==> src/rtl/spi_pkg.sv <==
// Shared definitions for the SPI slave controller: FSM state encoding and
// default frame/response widths.
package spi_pkg;

    localparam int SPI_FRAME_BITS = 10;
    localparam int SPI_DATA_BITS  = 8;

    typedef enum logic [2:0] {
        IDLE      = 3'd0,
        CHK_CMD   = 3'd1,
        WRITE     = 3'd2,
        READ_ADD  = 3'd3,
        READ_DATA = 3'd4
    } state_t;

endpackage

==> src/rtl/spi_bit_counter.sv <==
// Saturating up-counter used to track received frame bits and transmitted
// response bits. Clear wins over enable; o_done flags the terminal value.
module spi_bit_counter #(
    parameter int MAX_COUNT = 10,
    parameter int WIDTH     = $clog2(MAX_COUNT + 1)
) (
    input  logic             i_clk,
    input  logic             i_rst,
    input  logic             i_clr,
    input  logic             i_en,
    output logic [WIDTH-1:0] o_count,
    output logic             o_done
);

    localparam logic [WIDTH-1:0] TERM = WIDTH'(MAX_COUNT);

    logic [WIDTH-1:0] cnt_q, cnt_d;

    // Next count: clear, or step up until the terminal value and hold there
    always_comb begin
        cnt_d = cnt_q;
        if (i_clr) begin
            cnt_d = '0;
        end else if (i_en && (cnt_q != TERM)) begin
            cnt_d = cnt_q + WIDTH'(1);
        end
    end

    // Count register, async active-low reset
    always_ff @(posedge i_clk or negedge i_rst) begin
        if (!i_rst) begin
            cnt_q <= '0;
        end else begin
            cnt_q <= cnt_d;
        end
    end

    assign o_count = cnt_q;
    assign o_done  = (cnt_q == TERM);

endmodule

==> src/rtl/spi_slave_ctrl.sv <==
// SPI slave protocol controller: deserializes {cmd[1:0], payload[7:0]} MOSI
// frames and serializes an 8-bit read response on MISO. A read is two
// transactions: an address frame (READ_ADD) then a data frame (READ_DATA)
// whose response comes from i_tx_data once i_tx_valid is seen.
// Optional macro SPI_FRAME_ERR_EN builds abort detection on o_frame_err.
module spi_slave_ctrl
    import spi_pkg::*;
#(
    parameter int FRAME_BITS = SPI_FRAME_BITS,
    parameter int DATA_BITS  = SPI_DATA_BITS,
    parameter int CNT_WIDTH  = $clog2(FRAME_BITS + 1)
) (
    input  logic                  i_clk,
    input  logic                  i_rst,
    input  logic                  i_ss_n,
    input  logic                  i_mosi,
    output logic                  o_miso,
    output logic [FRAME_BITS-1:0] o_rx_data,
    output logic                  o_rx_valid,
    input  logic [DATA_BITS-1:0]  i_tx_data,
    input  logic                  i_tx_valid,
    output logic                  o_frame_err
);

    localparam int                   TX_CNT_WIDTH = $clog2(DATA_BITS + 1);
    localparam logic [CNT_WIDTH-1:0] RX_LAST      = CNT_WIDTH'(FRAME_BITS - 1);

    state_t                  state_q, state_d;
    logic                    rd_addr_seen_q, rd_addr_seen_d;
    logic [FRAME_BITS-1:0]   rx_sr_q, rx_sr_d;
    logic [DATA_BITS-1:0]    tx_sr_q, tx_sr_d;
    logic                    rx_pend_q, rx_pend_d;
    logic                    miso_q, miso_d;
    logic [FRAME_BITS-1:0]   rx_data_q, rx_data_d;
    logic                    rx_valid_q, rx_valid_d;

    logic [CNT_WIDTH-1:0]    rx_cnt;
    logic                    rx_done;
    logic [TX_CNT_WIDTH-1:0] tx_cnt;
    logic                    tx_done;

    logic in_rx_state, cnt_clr, rx_shift, tx_active, tx_wait, tx_load, tx_en;

    // Phase decode shared by the counters and the datapath
    always_comb begin
        in_rx_state = (state_q == WRITE) || (state_q == READ_ADD) || (state_q == READ_DATA);
        cnt_clr     = i_ss_n || (state_q == IDLE);
        rx_shift    = !i_ss_n && ((state_q == CHK_CMD) || (in_rx_state && !rx_done));
        // Transmit runs while tx_cnt is between load and terminal value
        tx_active   = (tx_cnt != '0) && !tx_done;
        // Response is accepted only once the data frame has been reported
        tx_wait     = !i_ss_n && (state_q == READ_DATA) && rx_done && !rx_pend_q
                      && (tx_cnt == '0);
        tx_load     = tx_wait && i_tx_valid;
        tx_en       = !i_ss_n && (tx_load || tx_active);
    end

    spi_bit_counter #(
        .MAX_COUNT (FRAME_BITS),
        .WIDTH     (CNT_WIDTH)
    ) u_rx_cnt (
        .i_clk   (i_clk),
        .i_rst   (i_rst),
        .i_clr   (cnt_clr),
        .i_en    (rx_shift),
        .o_count (rx_cnt),
        .o_done  (rx_done)
    );

    spi_bit_counter #(
        .MAX_COUNT (DATA_BITS),
        .WIDTH     (TX_CNT_WIDTH)
    ) u_tx_cnt (
        .i_clk   (i_clk),
        .i_rst   (i_rst),
        .i_clr   (cnt_clr),
        .i_en    (tx_en),
        .o_count (tx_cnt),
        .o_done  (tx_done)
    );

    // FSM next state and datapath next values
    always_comb begin
        state_d        = state_q;
        rd_addr_seen_d = rd_addr_seen_q;
        rx_sr_d        = rx_sr_q;
        tx_sr_d        = tx_sr_q;
        rx_data_d      = rx_data_q;
        miso_d         = 1'b0;

        unique case (state_q)
            IDLE: begin
                if (!i_ss_n) state_d = CHK_CMD;
            end
            CHK_CMD: begin
                if (!i_mosi)             state_d = WRITE;
                else if (rd_addr_seen_q) state_d = READ_DATA;
                else                     state_d = READ_ADD;
            end
            default: ;
        endcase
        // Deselect aborts any transaction
        if (i_ss_n) state_d = IDLE;

        // Receive: MSB first, stop once the frame is complete
        if (rx_shift) rx_sr_d = {rx_sr_q[FRAME_BITS-2:0], i_mosi};
        rx_pend_d  = rx_shift && (rx_cnt == RX_LAST);
        rx_valid_d = rx_pend_q;
        if (rx_pend_q) rx_data_d = rx_sr_q;

        if ((state_q == READ_ADD) && rx_pend_q) rd_addr_seen_d = 1'b1;
        // Only a completed response retires the pending read address
        if ((state_q == READ_DATA) && tx_done)  rd_addr_seen_d = 1'b0;

        // Transmit: MSB goes out straight from the load, rest from the shifter
        if (tx_load) begin
            miso_d  = i_tx_data[DATA_BITS-1];
            tx_sr_d = {i_tx_data[DATA_BITS-2:0], 1'b0};
        end else if (tx_en) begin
            miso_d  = tx_sr_q[DATA_BITS-1];
            tx_sr_d = {tx_sr_q[DATA_BITS-2:0], 1'b0};
        end
    end

    // State and datapath registers, async active-low reset
    always_ff @(posedge i_clk or negedge i_rst) begin
        if (!i_rst) begin
            state_q        <= IDLE;
            rd_addr_seen_q <= 1'b0;
            rx_sr_q        <= '0;
            tx_sr_q        <= '0;
            rx_pend_q      <= 1'b0;
            miso_q         <= 1'b0;
            rx_data_q      <= '0;
            rx_valid_q     <= 1'b0;
        end else begin
            state_q        <= state_d;
            rd_addr_seen_q <= rd_addr_seen_d;
            rx_sr_q        <= rx_sr_d;
            tx_sr_q        <= tx_sr_d;
            rx_pend_q      <= rx_pend_d;
            miso_q         <= miso_d;
            rx_data_q      <= rx_data_d;
            rx_valid_q     <= rx_valid_d;
        end
    end

    assign o_miso     = miso_q;
    assign o_rx_data  = rx_data_q;
    assign o_rx_valid = rx_valid_q;

`ifdef SPI_FRAME_ERR_EN
    logic frame_err_q, frame_err_d;

    // Deselect during a partial frame or a partial response is an abort
    always_comb begin
        frame_err_d = i_ss_n && ((in_rx_state && (rx_cnt != '0) && !rx_done) || tx_active);
    end

    // Abort pulse register
    always_ff @(posedge i_clk or negedge i_rst) begin
        if (!i_rst) begin
            frame_err_q <= 1'b0;
        end else begin
            frame_err_q <= frame_err_d;
        end
    end

    assign o_frame_err = frame_err_q;
`else
    assign o_frame_err = 1'b0;
`endif

endmodule

==> config.mk <==
export PLATFORM = sky130hd
export DESIGN_NAME = spi_slave_ctrl
export DESIGN_NICKNAME = d
export VERILOG_FILES = /design/src/rtl/spi_pkg.sv /design/src/rtl/spi_bit_counter.sv /design/src/rtl/spi_slave_ctrl.sv
export SDC_FILE = /design/constraint.sdc
export NUM_CORES = 1
export LEC_CHECK = 0
export BUFFER_PORTS_ARGS = -buffer_cell sky130_fd_sc_hd__clkbuf_2
export CAP_MARGIN = 20
export CORE_ASPECT_RATIO = 2
export CORE_UTILIZATION = 56
export CTS_CLUSTER_DIAMETER = 150
export CTS_CLUSTER_SIZE = 12
export DETAILED_ROUTE_END_ITERATION = 8
export GPL_TIMING_DRIVEN = 0
export PLACE_DENSITY = 0.8
export RECOVER_POWER = 50
export SYNTH_ARGS = -nofsm -noshare
export SYNTH_HDL_FRONTEND = slang
export SYNTH_SLANG_ARGS = --single-unit
==> constraint.sdc <==
create_clock -name i_clk -period 2.3 [get_ports i_clk]
set_input_delay 0.23 -clock i_clk [delete_from_list [all_inputs] [get_ports i_clk]]
set_output_delay 0.23 -clock i_clk [all_outputs]
set_load 0.02 [all_outputs]
Word level (Yosys, flattened, before mapping)
Cells that the tools add are included.

Reduce and logical (&&, ||, !) cells: 31. $add $sub $neg: 2. Multiplexer cells: 14. Equal/unequal tests: 9.

Operators with widths (number): 4-bit 2-to-1 mux (4); 8-bit 2-to-1 mux (2); 1-bit logical AND (14); 4-bit equality test, second input constant (3); 3-bit 2-to-1 mux (3); 4-bit by 1-bit adder with 4-bit output, second input constant (2); 4-bit != test, second input constant (2); 2-bit nonzero test (4); 3-bit by 2-bit equality test with 1-bit output, second input constant (2); 3-bit case mux with 2 select lines (1); 1-bit logical OR (5); 1-bit zero test (4); 4-bit zero test (1); 1-bit 2-to-1 mux (4); 4-bit nonzero test (1); 3-bit by 1-bit equality test with 1-bit output, second input constant (1); 3-bit equality test, second input constant (1); 3-bit zero test (1); 3-bit nonzero test (1).

Flip-flop bits (word level): 43. Output and inout bits: 13. Input bits: 13. Logic and storage cells: 66.

Longest topological paths before layout
Word-level depth: 11. Gate-level depth with buffers: 7. Depth with buffers taken out: 6.

Cells and area by module
A second synthesis with hierarchy kept.

Cells, all modules: 171. Area total of the unflattened synthesis: 1995.7 um2.

By module, submodules not included: spi_slave_ctrl (cells an instance 124, instances 1, area an instance 1531.5 um2, seq. area each 850.8 um2); spi_bit_counter at u_tx_cnt (cells an instance 24, instances 1, area an instance 232.7 um2, seq. area each 100.1 um2); spi_bit_counter at u_rx_cnt (cells an instance 23, instances 1, area an instance 231.5 um2, seq. area each 100.1 um2).

Worst setup path before layout
No wires, ideal clock.

Path kind: register to register. Start: register u_rx_cnt.cnt_q[0], in the netlist u_rx_cnt.o_count[0]. End: register rx_sr_q[1]. Data arrival time: 1.521 ns. Stages on the path, launching flop included: 7. Clock period less this slack: 1.646 ns. Setup slack: 0.654 ns. Cells stage by stage: dfrtp_1 -> inv_1 -> ha_1 -> nand3b_1 -> o21ai_2 -> a21oi_4 -> mux2_2.

Cells in the longest elaborated chain, start to end: 5.

Ends and longest elaborated chain: start, declared (RTL line spi_bit_counter.sv:17) `logic [WIDTH-1:0] cnt_q, cnt_d;`; start signal, assigned (RTL line spi_bit_counter.sv:34) `cnt_q <= cnt_d;`; 4-bit equality test (RTL line spi_bit_counter.sv:39) `assign o_done = (cnt_q == TERM);`; 1-bit zero test (RTL line spi_slave_ctrl.sv:48) `rx_shift = !i_ss_n && ((state_q == CHK_CMD) || (in_rx_state && !rx_done));`; 1-bit logical AND (RTL line spi_slave_ctrl.sv:48); 1-bit logical OR (RTL line spi_slave_ctrl.sv:48); 1-bit logical AND (RTL line spi_slave_ctrl.sv:48); end signal, assigned (RTL line spi_slave_ctrl.sv:139) `rx_sr_q <= rx_sr_d;`; end, declared (RTL line spi_slave_ctrl.sv:30) `logic [FRAME_BITS-1:0] rx_sr_q, rx_sr_d;`.

No other way between the ends. A chain may end at the register's enable or synchronous reset.

Worst setup path after layout
Start: register u_rx_cnt.cnt_q[0], in the netlist u_rx_cnt.o_count[0]. End: register rx_sr_q[7].

Same word-level chain as after synthesis.

==> reports/results.ini <==
[placement]
numPortBuffers=23
gp_congestion=0.814
pre_cts_slack_ps=395
dpl-instance-area_um2=2130
hpwl_um=2740

[clock_network]
cts_tree=done
cts_hold_buf=0
clock_latency_ps=290
cts-root-buf=clkbuf_8
post_cts_buffers=0
cts_max_level=2
cts.clk_slew.worst_paths_ps=80
clkSinkCount=42
cts.path.max_buffers=2
cts-resized-gates=0
cts_made_buffers=5

[timing]
relSlewSlack_pct=42.9
rsz0062_at_grt=false
min_period_ps=1910
tightest_slew_ps=856
period_share_pct=83.2
fin_ws_ps=387
hold_violations=0
fin_setup_tns_ps=0
slew_violations=0
whs_ps=182
skew_ps=4.44
setup_viol=0
fmax_mhz=523

[yosys]
synth_top_area_share_pct=53.1
synthArstFlopShare_pct=100
syn_area_um2=1980
avgSynthCellArea_um2=11.8
synth_edf_count=0
synth_ff_type=dfrtp_1
yosysWarnings=0
syn-num-nets=186
ys_seq_elements=42
synth_cells=168
synth_cell_types=42
synth.largest_area_cell=dfrtp_1
yosysMostFrequentCell=dfrtp_1
synth_common_cells=42 x dfrtp_1, 19 x mux2_2, 12 x nor2_1, 10 x nand2_1, 8 x inv_1
ys_seq_area_share_pct=53.1
synth_top_cells_by_area=dfrtp_1 53%, mux2_2 11%, ha_1 3.2%, o32a_1 3.0%, nor2_1 2.3%

[floorplan]
dieArea_um2=3790
ios=26
initial_core_util_pct=58.6
die_y_um=86.1
dieWidth_um=44.0
core_um2=3380
rows=30

[drt]
wl_per_cell_um=15.9
wirelength_um=3720
drt_iter0_drc=23
drc=0
drtPass1Iterations=5
avgViaCountPerCell=5.82
postRouteAntennaNets=0
dr_total_vias=1356

[min_path]
hold-path-endpoint=o_miso
hold_start=i_tx_data[7]
hold_depth=3
hp-class=input port to flip-flop

[outcome]
status=complete, no violations

[setup_path]
reg2reg_from=u_rx_cnt.o_count[0]
reg2reg_slack_ps=390
start_kind=flip-flop
worstRegToRegCells=6
critical_path_class=flip-flop to flip-flop
crit_arrival_ps=2090
end_kind=flip-flop
crit_fanout=10
worstReg2RegEnd=rx_sr_q[7]
critical_path_required_ps=2470

[layout]
fin_util_pct=66.2
diodes=0
final_nets=218
syn_to_final_growth_pct=13.0
drive_gt1_share_pct=29.4
final_cell_area_um2=2240
fillCellCount=284

[global_route]
antenna_found_initial=0
first_global_vias=1437
grt_pass1_wl_um=6330
gr-total-overflow=0
grt_use_total_pct=22.5
grt_max_degree=43

[power_and_ir_drop]
power.leakage_nw=1.05
powerDensity_nw_per_um2=707
irDropWorstVdd_mv=0.654

[flow_run]
maxCapViolCount=0

==> power by group <==
group,leakage (nW),switching [mW],internal (mW)
Combinational,0.447,0.0962,0.110
Sequential,0.557,0.0635,0.834
Clock,0.0482,0.234,0.242
==> cells in the final DEF (no fill, tap or decap), types with 2 or more instances in the layout <==
cell	instances
dfrtp_1	42
clkbuf_2	21
mux2_2	19
nor2_1	12
nand2_1	10
inv_1	8
clkbuf_1	7
a21oi_1	7
o32a_1	6
o21a_1	6
clkbuf_8	6
ha_1	5
o21ai_0	4
buf_2	3
nor2b_1	3
a31oi_1	3
buf_4	2
nand4_1	2
nand3b_1	2
o21ai_2	2
nand2b_1	2
nand3_1	2
nor3_1	2
xnor2_1	2
nand4bb_1	2
==> kinds of logic after synthesis <==
logic type | Yosys count | synth area share (%)
compound gates | 34 | 13.0
buf+inv | 18 | 4.36
fa+ha+maj | 5 | 3.16
flops | 42 | 53.1
xor+xnor | 3 | 1.33
mux | 21 | 11.9
simple gates | 44 | 12.9
other cells | 1 | 0.190
==> layer usage <==
metal | track usage [%] | share of wire (%) | up-vias
met2 | 37.8 | 55 | 26
met3 | 4.42 | 2.1 | 9
li1 | - | - | 656
met1 | 25.4 | 39 | 665
met4 | 13.2 | 3.0 | 0
met5 | 0 | 0 | -
==> critical path, stage by stage, from the launching register on <==
cell and delay [ps]:
dfrtp_1 480, inv_1 70, ha_1 250, nand3b_1 180, o21ai_2 100, a21oi_4 340, mux2_2 390
==> final cells by class <==
cell class | count | area, µm² | share of cell area, %
Buffer | 10 | 56.3 | 2.52
Clock buffer | 7 | 86.3 | 3.86
Clock inverter | 1 | 5.00 | 0.224
Inverter | 8 | 30.0 | 1.34
Multi-Input combinational cell | 108 | 841 | 37.6
Sequential cell | 42 | 1050 | 47.0
Tap cell | 32 | 40.0 | 1.79
Timing Repair Buffer | 25 | 126 | 5.65
==> worst max-delay path by stage <==
stage | from | end | slack (ps) | depth (start not counted)
after detailed placement | u_rx_cnt.o_count[0] | rx_sr_q[8] | 400 | 6
after floorplan | u_rx_cnt.o_count[0] | rx_sr_q[1] | 650 | 6
after global placement | u_rx_cnt.o_count[0] | rx_sr_q[8] | 470 | 6
after CTS | u_rx_cnt.o_count[0] | rx_sr_q[7] | 370 | 6
final | u_rx_cnt.o_count[0] | rx_sr_q[7] | 390 | 6
after global routing | u_rx_cnt.o_count[0] | rx_sr_q[7] | 280 | 6
==> state kept, by name, indices dropped and copies added, names as in the netlist <==
name and count:
o_miso 1, o_rx_data 10, o_rx_valid 1, rd_addr_seen_q 1
rx_pend_q 1, rx_sr_q 10, state_q 3, tx_sr_q 7
u_rx_cnt.o_count 4, u_tx_cnt.o_count 4
==> per-stage QoR <==
stage | std cells | total power [mW]
floorplan | 168 | 1.05
global placement | 223 | 1.10
detailed placement | 223 | 1.12
CTS | 231 | 1.60
global route | 233 | 1.67
finish | 233 | 1.58
(Power assumes the default switching activity.)
